## config.mk

```make
export PLATFORM = sky130hd
export DESIGN_NAME = vedic_mul_pipe
export DESIGN_NICKNAME = d
export VERILOG_FILES = /design/src/rtl/vedic_mul_pipe.sv
export SDC_FILE = /design/constraint.sdc
export NUM_CORES = 1
export LEC_CHECK = 0
export ABC_CLOCK_PERIOD_IN_PS = 9160
export CORE_ASPECT_RATIO = 1.1
export CORE_MARGIN = 2
export CORE_UTILIZATION = 30
export CTS_CLUSTER_DIAMETER = 40
export DETAILED_ROUTE_END_ITERATION = 16
export PLACE_DENSITY = 0.43
export SLEW_MARGIN = 10
export SYNTH_ARGS = -nofsm -noshare
export SYNTH_HDL_FRONTEND = slang
export SYNTH_SLANG_ARGS = --single-unit
```

## constraint.sdc

```tcl
create_clock -name clk -period 9.16 [get_ports clk]
set_input_delay 2.748 -clock clk [delete_from_list [all_inputs] [get_ports clk]]
set_output_delay 2.748 -clock clk [all_outputs]
set_load 0.05 [all_outputs]
```

## src/rtl/vedic_mul_pipe.sv

```systemverilog
// Three-stage pipelined Urdhva-Tiryakbhyam multiplier with valid/ready handshake
// and RISC-V style MUL/MULH/MULHU/MULSU result selection.

// Recursive vedic multiplier. The leaf is a 2x2 cell. Each level above it splits
// the operands into halves and merges the four sub-products with a carry-save
// stage followed by a single carry-propagate add.
module vedic_mul #(
  parameter int N = 2
) (
  input  logic [N-1:0]   a,
  input  logic [N-1:0]   b,
  output logic [2*N-1:0] p
);

  if (N == 2) begin : g_leaf
    logic t1, c1, hh;
    assign t1 = (a[1] & b[0]) ^ (a[0] & b[1]);
    assign c1 = (a[1] & b[0]) & (a[0] & b[1]);
    assign hh = a[1] & b[1];
    assign p  = {hh & c1, hh ^ c1, t1, a[0] & b[0]};
  end else begin : g_split
    localparam int M = N / 2;

    logic [N-1:0]   ll, lh, hl, hh;
    logic [2*N-1:0] x, y, z, s, c;
    logic [2*N-2:0] maj;

    vedic_mul #(.N(M)) u_ll (.a(a[M-1:0]), .b(b[M-1:0]), .p(ll));
    vedic_mul #(.N(M)) u_lh (.a(a[M-1:0]), .b(b[N-1:M]), .p(lh));
    vedic_mul #(.N(M)) u_hl (.a(a[N-1:M]), .b(b[M-1:0]), .p(hl));
    vedic_mul #(.N(M)) u_hh (.a(a[N-1:M]), .b(b[N-1:M]), .p(hh));

    // HH and LL occupy disjoint bit ranges, so they share one CSA input.
    assign x   = {hh, ll};
    assign y   = {{M{1'b0}}, lh, {M{1'b0}}};
    assign z   = {{M{1'b0}}, hl, {M{1'b0}}};
    assign s   = x ^ y ^ z;
    assign maj = (x[2*N-2:0] & y[2*N-2:0]) | (x[2*N-2:0] & z[2*N-2:0]) |
                 (y[2*N-2:0] & z[2*N-2:0]);
    assign c   = {maj, 1'b0};
    assign p   = s + c;
  end

endmodule

module vedic_mul_pipe #(
  parameter int WIDTH = 16,
  parameter int TAG_W = 4
) (
  input  logic             clk,
  input  logic             rst_n,
  input  logic             in_valid,
  output logic             in_ready,
  input  logic [WIDTH-1:0] in_a,
  input  logic [WIDTH-1:0] in_b,
  input  logic [1:0]       in_op,
  input  logic [TAG_W-1:0] in_tag,
  output logic             out_valid,
  input  logic             out_ready,
  output logic [WIDTH-1:0] out_result,
  output logic [TAG_W-1:0] out_tag
);

  localparam int H = WIDTH / 2;
  localparam logic [WIDTH-1:0]   ONE_W  = 1;
  localparam logic [2*WIDTH-1:0] ONE_2W = 1;

  typedef enum logic [1:0] {
    OP_MUL   = 2'b00,
    OP_MULH  = 2'b01,
    OP_MULHU = 2'b10,
    OP_MULSU = 2'b11
  } op_e;

  logic v1, v2, v3;
  logic ld1, ld2, ld3;

  // A stage may load when it is empty or when its successor frees it this cycle.
  assign ld3       = !v3 || out_ready;
  assign ld2       = !v2 || ld3;
  assign ld1       = !v1 || ld2;
  assign in_ready  = ld1;
  assign out_valid = v3;

  // S1: sign/magnitude conversion.
  logic             sa, sb;
  logic [WIDTH-1:0] a_mag, b_mag;

  // NOTE: every always_comb output gets a default first, so no path leaves it unassigned and no latch is inferred.
  always_comb begin
    sa    = 1'b0;
    sb    = 1'b0;
    a_mag = in_a;
    b_mag = in_b;
    if (op_e'(in_op) == OP_MULH || op_e'(in_op) == OP_MULSU) sa = in_a[WIDTH-1];
    if (op_e'(in_op) == OP_MULH)                             sb = in_b[WIDTH-1];
    if (sa) a_mag = ~in_a + ONE_W;
    if (sb) b_mag = ~in_b + ONE_W;
  end

  logic [WIDTH-1:0] s1_a, s1_b;
  logic             s1_neg;
  op_e              s1_op;
  logic [TAG_W-1:0] s1_tag;

  // S2: four half-width partial products.
  logic [WIDTH-1:0] pp_ll, pp_lh, pp_hl, pp_hh;

  vedic_mul #(.N(H)) u_pp_ll (.a(s1_a[H-1:0]),     .b(s1_b[H-1:0]),     .p(pp_ll));
  vedic_mul #(.N(H)) u_pp_lh (.a(s1_a[H-1:0]),     .b(s1_b[WIDTH-1:H]), .p(pp_lh));
  vedic_mul #(.N(H)) u_pp_hl (.a(s1_a[WIDTH-1:H]), .b(s1_b[H-1:0]),     .p(pp_hl));
  vedic_mul #(.N(H)) u_pp_hh (.a(s1_a[WIDTH-1:H]), .b(s1_b[WIDTH-1:H]), .p(pp_hh));

  logic [WIDTH-1:0] s2_ll, s2_lh, s2_hl, s2_hh;
  logic             s2_neg;
  op_e              s2_op;
  logic [TAG_W-1:0] s2_tag;

  // S3: full-width combine, sign restore and half select.
  logic [WIDTH:0]     mid;
  logic [2*WIDTH-1:0] prod, prod_s;
  logic [WIDTH-1:0]   result;

  always_comb begin
    mid    = {1'b0, s2_lh} + {1'b0, s2_hl};
    prod   = {s2_hh, s2_ll} + {{(H-1){1'b0}}, mid, {H{1'b0}}};
    prod_s = s2_neg ? (~prod + ONE_2W) : prod;
    result = (s2_op == OP_MUL) ? prod_s[WIDTH-1:0] : prod_s[2*WIDTH-1:WIDTH];
  end

  // NOTE: datapath registers carry no reset; the valid bits alone decide whether their contents mean anything.
  always_ff @(posedge clk) begin
    if (ld1 && in_valid) begin
      s1_a   <= a_mag;
      s1_b   <= b_mag;
      s1_neg <= sa ^ sb;
      s1_op  <= op_e'(in_op);
      s1_tag <= in_tag;
    end
    if (ld2 && v1) begin
      s2_ll  <= pp_ll;
      s2_lh  <= pp_lh;
      s2_hl  <= pp_hl;
      s2_hh  <= pp_hh;
      s2_neg <= s1_neg;
      s2_op  <= s1_op;
      s2_tag <= s1_tag;
    end
  end

  // NOTE: sequential state uses non-blocking assignments so every register samples pre-edge values.
  always_ff @(posedge clk) begin
    if (!rst_n) begin
      v1         <= 1'b0;
      v2         <= 1'b0;
      v3         <= 1'b0;
      out_result <= '0;
      out_tag    <= '0;
    end else begin
      if (ld1) v1 <= in_valid;
      if (ld2) v2 <= v1;
      if (ld3) v3 <= v2;
      // Output registers only change on a real beat, which keeps them stable under stall.
      if (ld3 && v2) begin
        out_result <= result;
        out_tag    <= s2_tag;
      end
    end
  end

endmodule

```

## Word-level counts from Yosys, hierarchy flattened

Index checks and enable logic that the tools add are counted.

| cells by class | value |
|---|---|
| add/subtract/negate cells | 25 |
| eq/ne operators | 2 |
| muxes and demuxes | 6 |
| bitwise gates (word level) | 656 |
| reductions and logical operators | 11 |

Operators by type and width:

| kind | number |
|---|---|
| $and 1x1->1 | 384 |
| $xor 8x6->8 | 32 |
| $and 7x6->7 | 32 |
| $xor 1x1->1 | 129 |
| $add 8x8->8 | 16 |
| $xor 16x12->16 | 8 |
| $and 15x12->15 | 8 |
| $or 15x15->15 | 8 |
| $or 7x6->7 | 16 |
| $or 7x7->7 | 16 |
| $and 6x6->6 | 16 |
| $add 16x16->16 | 4 |
| $and 12x12->12 | 4 |
| $mux 16 | 3 |
| $add 16x1->16 const B | 2 |
| $add 32x1->32 const B | 1 |
| $add 32x25->32 | 1 |
| $mux 32 | 1 |
| $not 16->16 | 2 |
| $not 32->32 | 1 |
| $add 16x16->17 | 1 |
| $logic_or 1x1->1 | 4 |
| $logic_and 1x1->1 | 3 |
| $logic_not 1->1 | 3 |
| other kinds (4) | 5 |

| word-level totals | value |
|---|---|
| bits in registers | 133 |
| bits of input ports | 42 |

## Logic depth before layout (Yosys ltp)

Gate-level depths: netlist of run 1.

| depth | value |
|---|---|
| word-level depth | 11 |
| mapped depth | 25 |

## Cells and area by module

A second synthesis of run 1 with hierarchy kept.

| second synthesis, totals | value |
|---|---|
| cell total of the unflattened synthesis | 1950 |
| area total of the unflattened synthesis | 18053.6 um^2 |

By module, submodules not included:

| module | times used | cells each | area each (um^2) |
|---|---|---|---|
| vedic_mul_pipe | 1 | 766 | 7811.2 |
| vedic_mul (u_pp_hh.g_split.u_hh ...) | 16 | 27 | 249.0 |
| vedic_mul (u_pp_hh.g_split.u_hh.g_split.u_hh ...) | 64 | 7 | 57.6 |
| vedic_mul (u_pp_hh ...) | 3 | 76 | 641.9 |
| vedic_mul (u_pp_ll) | 1 | 76 | 649.4 |

## Least setup slack after synthesis of run 1

No wires, ideal clock.

| path | value |
|---|---|
| kind | input port to flip-flop |
| start point | in out_ready |
| end point | reg s2_hh[0] (enable) |
| setup time | 0.609 ns |
| arrival time | 8.013 ns |
| required time | 8.551 ns |
| setup slack | 0.539 ns |
| stages | 2 |
| path buffers | 0 |
| cell sequence | nor2b_1 -> a21boi_0 |

| on the way | value |
|---|---|
| word-level cells in the longest chain between the ends | 3 |

RTL lines:

| what | line | text |
|---|---|---|
| start, declared | 59 | `input logic out_ready,` |
| $logic_or 1x1->1 | 79 | `assign ld3 = !v3 \|\| out_ready;` |
| $logic_or 1x1->1 | 80 | `assign ld2 = !v2 \|\| ld3;` |
| $logic_and 1x1->1 | 140 | `if (ld2 && v1) begin` |
| end signal, assigned | 144 | `s2_hh <= pp_hh;` |
| end, declared | 114 | `logic [WIDTH-1:0] s2_ll, s2_lh, s2_hl, s2_hh;` |

No other way between the ends.
A chain may end at the register's enable or synchronous reset.

## Worst setup path in the final report of run 1

| path | value |
|---|---|
| start point | in out_ready |
| end point | out in_ready |

| on the way | value |
|---|---|
| word-level cells in the longest chain between the ends | 3 |

RTL lines:

| what | line | text |
|---|---|---|
| $logic_or 1x1->1 | 79 |  |
| $logic_or 1x1->1 | 80 |  |
| $logic_or 1x1->1 | 81 | `assign ld1 = !v1 \|\| ld2;` |
| end, declared | 53 | `output logic in_ready,` |

No other way between the ends.

==> key figures, run 1 <==
Worst setup path
  – CP Cell Sequence: clkdlybuf4s50_1 > nor2b_1 > nand3_1 > clkdlybuf4s50_1
  – WS Path Type: in -> out
  – Slowest CP cell: clkdlybuf4s50_1
  – Crit end category: primary output
  – CP bufs+invs: 2
  – WP data arrival: around 4.6 ns
  – Startpoint types: input pin
  – Top Family by Delay on Critical Path: buffers and inverters
  – Worst-path maximum fanout: 7
  – CP peak stage delay: 0.73 ns
  – Crit-path most repeated cell: clkdlybuf4s50_1
  – WP data required: 6.41 ns

Yosys
  – Post-synthesis async set-or-reset flop share: 0%
  – Most frequent cell after synthesis: ha_1
  – Synth Area per Inst: 9.42 sq um
  – Top cells by area, synth: edfxtp_1 (20%), ha_1 (20%), fa_1 (14%)
  – Commonest cells in the netlist: ha_1 (261), inv_1 (253), and2_1 (224)
  – Post-synth top flop: edfxtp_1
  – Mapped Cells: 1756
  – Post-synth top area cell: edfxtp_1
  – Yosys top cell area share: between 10% and 20%
  – Number of synthesized flops with an enable pin: 110
  – Netlist area before placement: 16500 sq um
  – Seq/Total Area, Yosys: ~23%
  – Warnings, synthesis: 0
  – Yosys cell types: 72
  – Synth Register Bits: 133
  – Post-Syn Nets: 2177

STA
  – RSZ-0062 raised after global routing: false
  – Final Cycle Share: 79.8%
  – Fin. Hold Viols: 0
  – Setup violators final: 0
  – Slew @ Worst Pin: roughly 0.97 ns
  – Worst Setup Slack, final: about 1.9 ns
  – Max Fclk: about 140 MHz
  – Fin crit period: 7.31 ns
  – Final TNS setup: 0 ns
  – Final worst clock skew: 0.0126 ns
  – Rel. slew slack: 35.2%
  – Max-slew violation count: 0

GRT
  – Initial antenna violation count: 2
  – Largest net degree at the start of global routing: 72
  – First-pass GRT wire length: 66000 microns
  – Vias in the first global route: 12400
  – GRT Total Usage: 14.8%
  – Total gr overflow: 0

Clocking
  – Post-CTS Hold Fix Bufs: 0
  – Setup Fix Bufs, Post-CTS: 0
  – Clk slew on worst S/H paths: about 0.06 ns
  – Cts bufs inserted: 17
  – Post_cts resized: 0
  – CTS sink count: 133
  – Clock Tree Root: clkbuf_16
  – Clock Path Buffers: 2
  – CTS H-tree depth: 4
  – Clk Latency, worst-skew pair: roughly 0.45 ns
  – CTS tree: done

Floorplanning
  – Die Width: 228 microns
  – Core Footprint: between 50000 and 60000 sq um
  – Full die area: between 50000 and 60000 sq um
  – Height of the die: 250 microns
  – Initial Utilization: ~30%
  – Row count: 90
  – Io pins: 64

Finish
  – Area added between synthesis and finish: 12.6%
  – Fin util: 34.1%
  – Share of post-route cells with drive strength above 1: 3.47%
  – Post-layout net count: 2224
  – N_diodes: 0
  – Fillers: 5734
  – Final Non-Filler Cells: 2552

Power
  – Pwr per Cell Area: between 300 and 400 nW/um^2
  – Leakage: 0.00881 uW
  – Total power: 6610 uW
  – Max VDD drop: 200 uV

Place
  – Pre-CTS setup slack: 1.86 ns
  – I/O Buffers: 63
  – Placed cell count: 2520
  – Routability Congestion: 0.819
  – Final HPWL DP: 32000 microns

Drt
  – Routed length per placed instance: 15.7 microns
  – Total Wirelength: 40000 microns
  – DR vias/cell: ~4.6
  – DRC Markers: 0
  – Initial DRC count: 397
  – Via Count: around 12000
  – DR pass1 iterations: 5
  – Routed Antenna Nets: 0

Hold path
  – HP Class: reg -> reg

Job
  – Max_cap viols: 0

Run status
  – Status: completed
==> power by group <==
group	internal, uW	switching, uW	total (uW)
Combinational	2000	2790	4790
Sequential	963	138	1100
Clock	435	278	713
==> worst reg2reg max path, cell delays in order, from the launching register on <==
cell and delay [ns]:
edfxtp_1 0.37, ha_1 0.22, inv_1 0.07, fa_1 0.20
nor2b_1 0.06, o21ai_0 0.22, a21boi_0 0.16, o21ai_0 0.25
a21oi_1 0.13, o21ai_0 0.22, a21oi_1 0.12, o41ai_1 0.45
o21ai_0 0.26, xnor2_1 0.36, ha_1 0.33, and2_1 0.21
a221oi_1 0.37, nand2_1 0.09, a21oi_1 0.20, xnor2_1 0.16
or3_1 0.39, o31ai_1 0.30, nor3_1 0.08, o31a_1 0.28
==> cell usage in the layout (no fill, tap or decap), drive strengths merged, types with 12 or more instances in the layout <==
cell and instances:
clkbuf 20, a21oi 95, ha 261, nand3 17, nor2 51, and2 225
xor2 69, clkdlybuf4s50 63, buf 14, o21ai 55, o31ai 12, nor3 24
a21o 56, fa 118, a21boi 15, xnor2 95, inv 254, dfxtp 23
nand2 103, edfxtp 110
==> final timing paths <==
path / slack, ns / to / startpoint / depth (start not counted)
hold / removal: 0.42 / s2_tag[2] / s1_tag[2] / 0
hold reg to reg: 0.42 / s2_tag[2] / s1_tag[2] / 0
setup reg to reg: 3.55 / out_result[10] / s2_lh[0] / 23
setup / recovery: 1.85 / in_ready / out_ready / 4
==> layer usage <==
layer,share of wire (%),up-vias,GRT usage [%]
met5,0,-,0
met2,48,146,25.8
li1,-,5951,-
met3,2.2,41,2.11
met1,47,5568,18.8
met4,2.4,0,4.74
==> state kept, by name (all words and copies together), names as in the netlist <==
register	count
out_result	16
out_tag	4
out_valid	1
s1_a	16
s1_b	16
s1_neg	1
s1_op	2
s1_tag	4
s2_hh	16
s2_hl	16
s2_lh	16
s2_ll	16
s2_neg	1
s2_op	2
s2_tag	4
v1	1
v2	1
==> logic make-up after synthesis <==
group / after synthesis / share of synthesized area (%)
adders and majority gates: 379 / 34.0
xor gates and xnor gates: 164 / 8.68
DFF: 133 / 22.7
AOI/OAI and AO/OA: 298 / 11.8
muxes: 5 / 0.302
buffers and inverters: 303 / 6.94
and+or+nand+nor: 474 / 15.5
==> through the flow <==
step	cell area, sq um	hold WS [ns]
floorplan	16500	0.400
global placement	18000	0.401
detailed placement	18000	0.407
CTS	18600	0.422
global route	18600	0.425
finish	18600	0.420
==> cell type report <==
| type | count | area (sq um) | share of cell area, % |
|---|---|---|---|
| multi-input cells | 1320 | 11700 | 62.6 |
| inverters | 254 | 953 | 5.12 |
| clock buffers | 20 | 447 | 2.40 |
| flip-flops and latches | 133 | 3760 | 20.2 |
| well taps | 736 | 921 | 4.94 |
| clock inverters | 12 | 155 | 0.833 |
| repair buffers | 77 | 736 | 3.95 |
(Power assumes the default switching activity.)
==> run 2, diff against run 1 <==
Settings changed: ABC_CLOCK_PERIOD_IN_PS 9160 to 6000, PLACE_DENSITY 0.43 to 0.45.
Clock period 9.16 ns to 6 ns, I/O delays scaled along.
==> run 2 against run 1 <==
Register-to-register slack lost 3.0 ns. First-iteration DRC count increased by 22%. Non-clock buffer count grew 5. Via count decreased by 0.59%. Flip-flop and latch count is the same. Hold slack gained 0.0033 ns. Largest cell class unchanged.
==> key figures, run 2 (same netlist as run 1, synthesis figures left out) <==
Worst setup path
  – Crit end category: register (was primary output)
  – Startpoint types: register (was input pin)
  – WP data required: 6.20 ns (was 6.41 ns)
  – WP data arrival: 5.64 ns (was 4.56 ns)
  – Worst-path maximum fanout: 16 (was 7)
  – Launching point of the worst reg2reg path: s1_b[0] (was s2_lh[0])
  – WS Path Type: reg -> reg (was in -> out)
  – Reg2reg path depth: 24 (was 23)
  – Setup crit start: s1_b[0] (was out_ready)

Hold path
  – Hold_sp: s1_tag[2] (unchanged)
  – Worst Hold Depth: 0 (unchanged)
  – HP Class: reg -> reg (unchanged)

STA
  – Final TNS setup: 0 ns (unchanged)
  – Rel. slew slack: 40.0% (was 35.2%)
  – RSZ-0062 raised after global routing: false (unchanged)
  – Fin crit period: 5.44 ns
  – Fin. Hold Viols: 0 (unchanged)
  – Final worst clock skew: 0.00696 ns (was 0.0126 ns)
  – Setup violators final: 0 (unchanged)
  – Final Cycle Share: 90.7%
  – Slew @ Worst Pin: 0.900 ns (was 0.971 ns)
  – Worst Setup Slack, final: 0.559 ns (was 1.85 ns)
  – Max-slew violation count: 0 (unchanged)
  – Max Fclk: 184 MHz

Drt
  – DR vias/cell: 4.55 (was 4.59)
  – DRC Markers: 0 (unchanged)
  – Initial DRC count: 485 (was 397)
  – Via Count: 11600 (was 11700)
  – DR pass1 iterations: 4 (was 5)
  – Routed length per placed instance: 15.7 microns (about the same)
  – Total Wirelength: 40100 microns (was 40000 microns)
  – Routed Antenna Nets: 0 (unchanged)

Clocking
  – Cts bufs inserted: 17 (unchanged)
  – Clk slew on worst S/H paths: 0.06 ns (about the same)
  – Clk Latency, worst-skew pair: 0.45 ns (about the same)
  – CTS sink count: 133 (unchanged)
  – CTS H-tree depth: 4 (unchanged)
  – Post-CTS Hold Fix Bufs: 0 (unchanged)
  – Clock Path Buffers: 2 (unchanged)
  – Post_cts resized: 0 (unchanged)
  – CTS tree: done (unchanged)
  – Setup Fix Bufs, Post-CTS: 0 (unchanged)
  – Clock Tree Root: clkbuf_16 (unchanged)

Finish
  – Commonest non-fill, non-tap cell in the layout: ha_1 (unchanged)
  – Commonest cells after routing, fill and taps aside: ha_1 (261), inv_1 (253), and2_1 (224) (unchanged)
  – N_diodes: 0 (unchanged)
  – Sequential Area: 3760 sq um (unchanged)
  – Share of post-route cells with drive strength above 1: 3.84% (was 3.47%)
  – Area of the multi-input gates: 11700 sq um (unchanged)
  – Post-layout net count: 2229 (was 2224)
  – Area added between synthesis and finish: 13.2% (was 12.6%)
  – Fillers: 5685 (was 5734)

Run status
  – Status: completed (unchanged)

Place
  – Routability Congestion: 0.837 (was 0.819)
  – Final HPWL DP: 32900 microns (was 32000 microns)
  – Pre-CTS setup slack: 0.544 ns (was 1.86 ns)
  – I/O Buffers: 63 (unchanged)

Floorplanning
  – Initial Utilization: 30.2% (unchanged)
  – Die Width: 228 microns (unchanged)
  – Row count: 90 (unchanged)
  – Io pins: 64 (unchanged)
  – Height of the die: 250 microns (unchanged)
  – Full die area: 57000 sq um (unchanged)
  – Core Footprint: 54700 sq um (unchanged)

GRT
  – Vias in the first global route: 12300 (was 12400)
  – GRT Total Usage: 14.7% (was 14.8%)
  – Largest net degree at the start of global routing: 40 (was 72)
  – First-pass GRT wire length: 66200 microns (was 66000 microns)
  – Initial antenna violation count: 0 (was 2)
  – Total gr overflow: 0 (unchanged)

Power
  – Max VDD drop: 334 uV (was 200 uV)
  – Pwr per Cell Area: 547 nW/um^2 (was 355 nW/um^2)
  – Leakage: 0.00886 uW (was 0.00881 uW)

Job
  – Max_cap viols: 0 (unchanged)
run 2: metrics by stage:
stage / utilization (%) / total power [uW] / area (sq um) / cells / hold WS [ns]
floorplan: - / 7350 / 16500 / 1756 / 0.400
global placement: 33.0 / 9120 / 18100 / 2525 / 0.407
detailed placement: 33.0 / 9130 / 18100 / 2525 / 0.411
CTS: 34.2 / 10400 / 18700 / 2557 / 0.426
global route: 34.2 / 11300 / 18700 / 2557 / 0.429
finish: 34.2 / 10200 / 18700 / 2557 / 0.423
run 2: power by group:
group          total [uW]  internal, uW  switching, uW  leakage [uW]
Clock                1160           739            417      0.000320
Combinational        7380          3070           4310       0.00731
Sequential           1700          1470            227       0.00123
run 2: cell type report:
class / count / area share, %
Multi-Input combinational cell: 1320 / 62.3
Clock buffer: 17 / 2.27
Timing Repair Buffer: 82 / 4.13
Clock inverter: 15 / 1.20
Tap cell: 736 / 4.92
Sequential cell: 133 / 20.1
Inverter: 254 / 5.09
run 2: final timing paths:
kind	to	slack, ns
max	s2_ll[15]	0.56
min	s2_tag[2]	0.42
max reg2reg	s2_ll[15]	0.56
min reg2reg	s2_tag[2]	0.42
run 2: worst max-delay path: stages (launching register included):
cell	delay (ns)
edfxtp_1	0.72
and2_1	0.31
ha_1	0.19
ha_1	0.28
inv_1	0.05
fa_1	0.41
inv_1	0.07
ha_1	0.16
inv_1	0.06
fa_1	0.39
xor2_1	0.19
fa_1	0.47
inv_1	0.06
ha_1	0.16
inv_1	0.05
fa_1	0.39
inv_1	0.07
a21oi_1	0.05
o21ai_0	0.27
a21oi_1	0.12
o21bai_1	0.20
a21o_1	0.15
a21o_1	0.14
nand3_1	0.09
xnor2_1	0.14
run 2: metal layers:
metal	vias to the layer above	wire [microns]	GRT usage, %	part of all wire [%]
met5	-	0	0	0
met4	0	448	2.91	1.1
met3	25	1070	2.15	2.7
met2	157	19000	25.5	47
met1	5494	19600	19.3	49
li1	5961	-	-	-
==> run 3, diff against run 2 <==
Settings changed: CTS_CLUSTER_DIAMETER 40 to 60.
==> results of run 3 <==
Same layout as run 2: the final DEF is identical, and so are final timing and power.
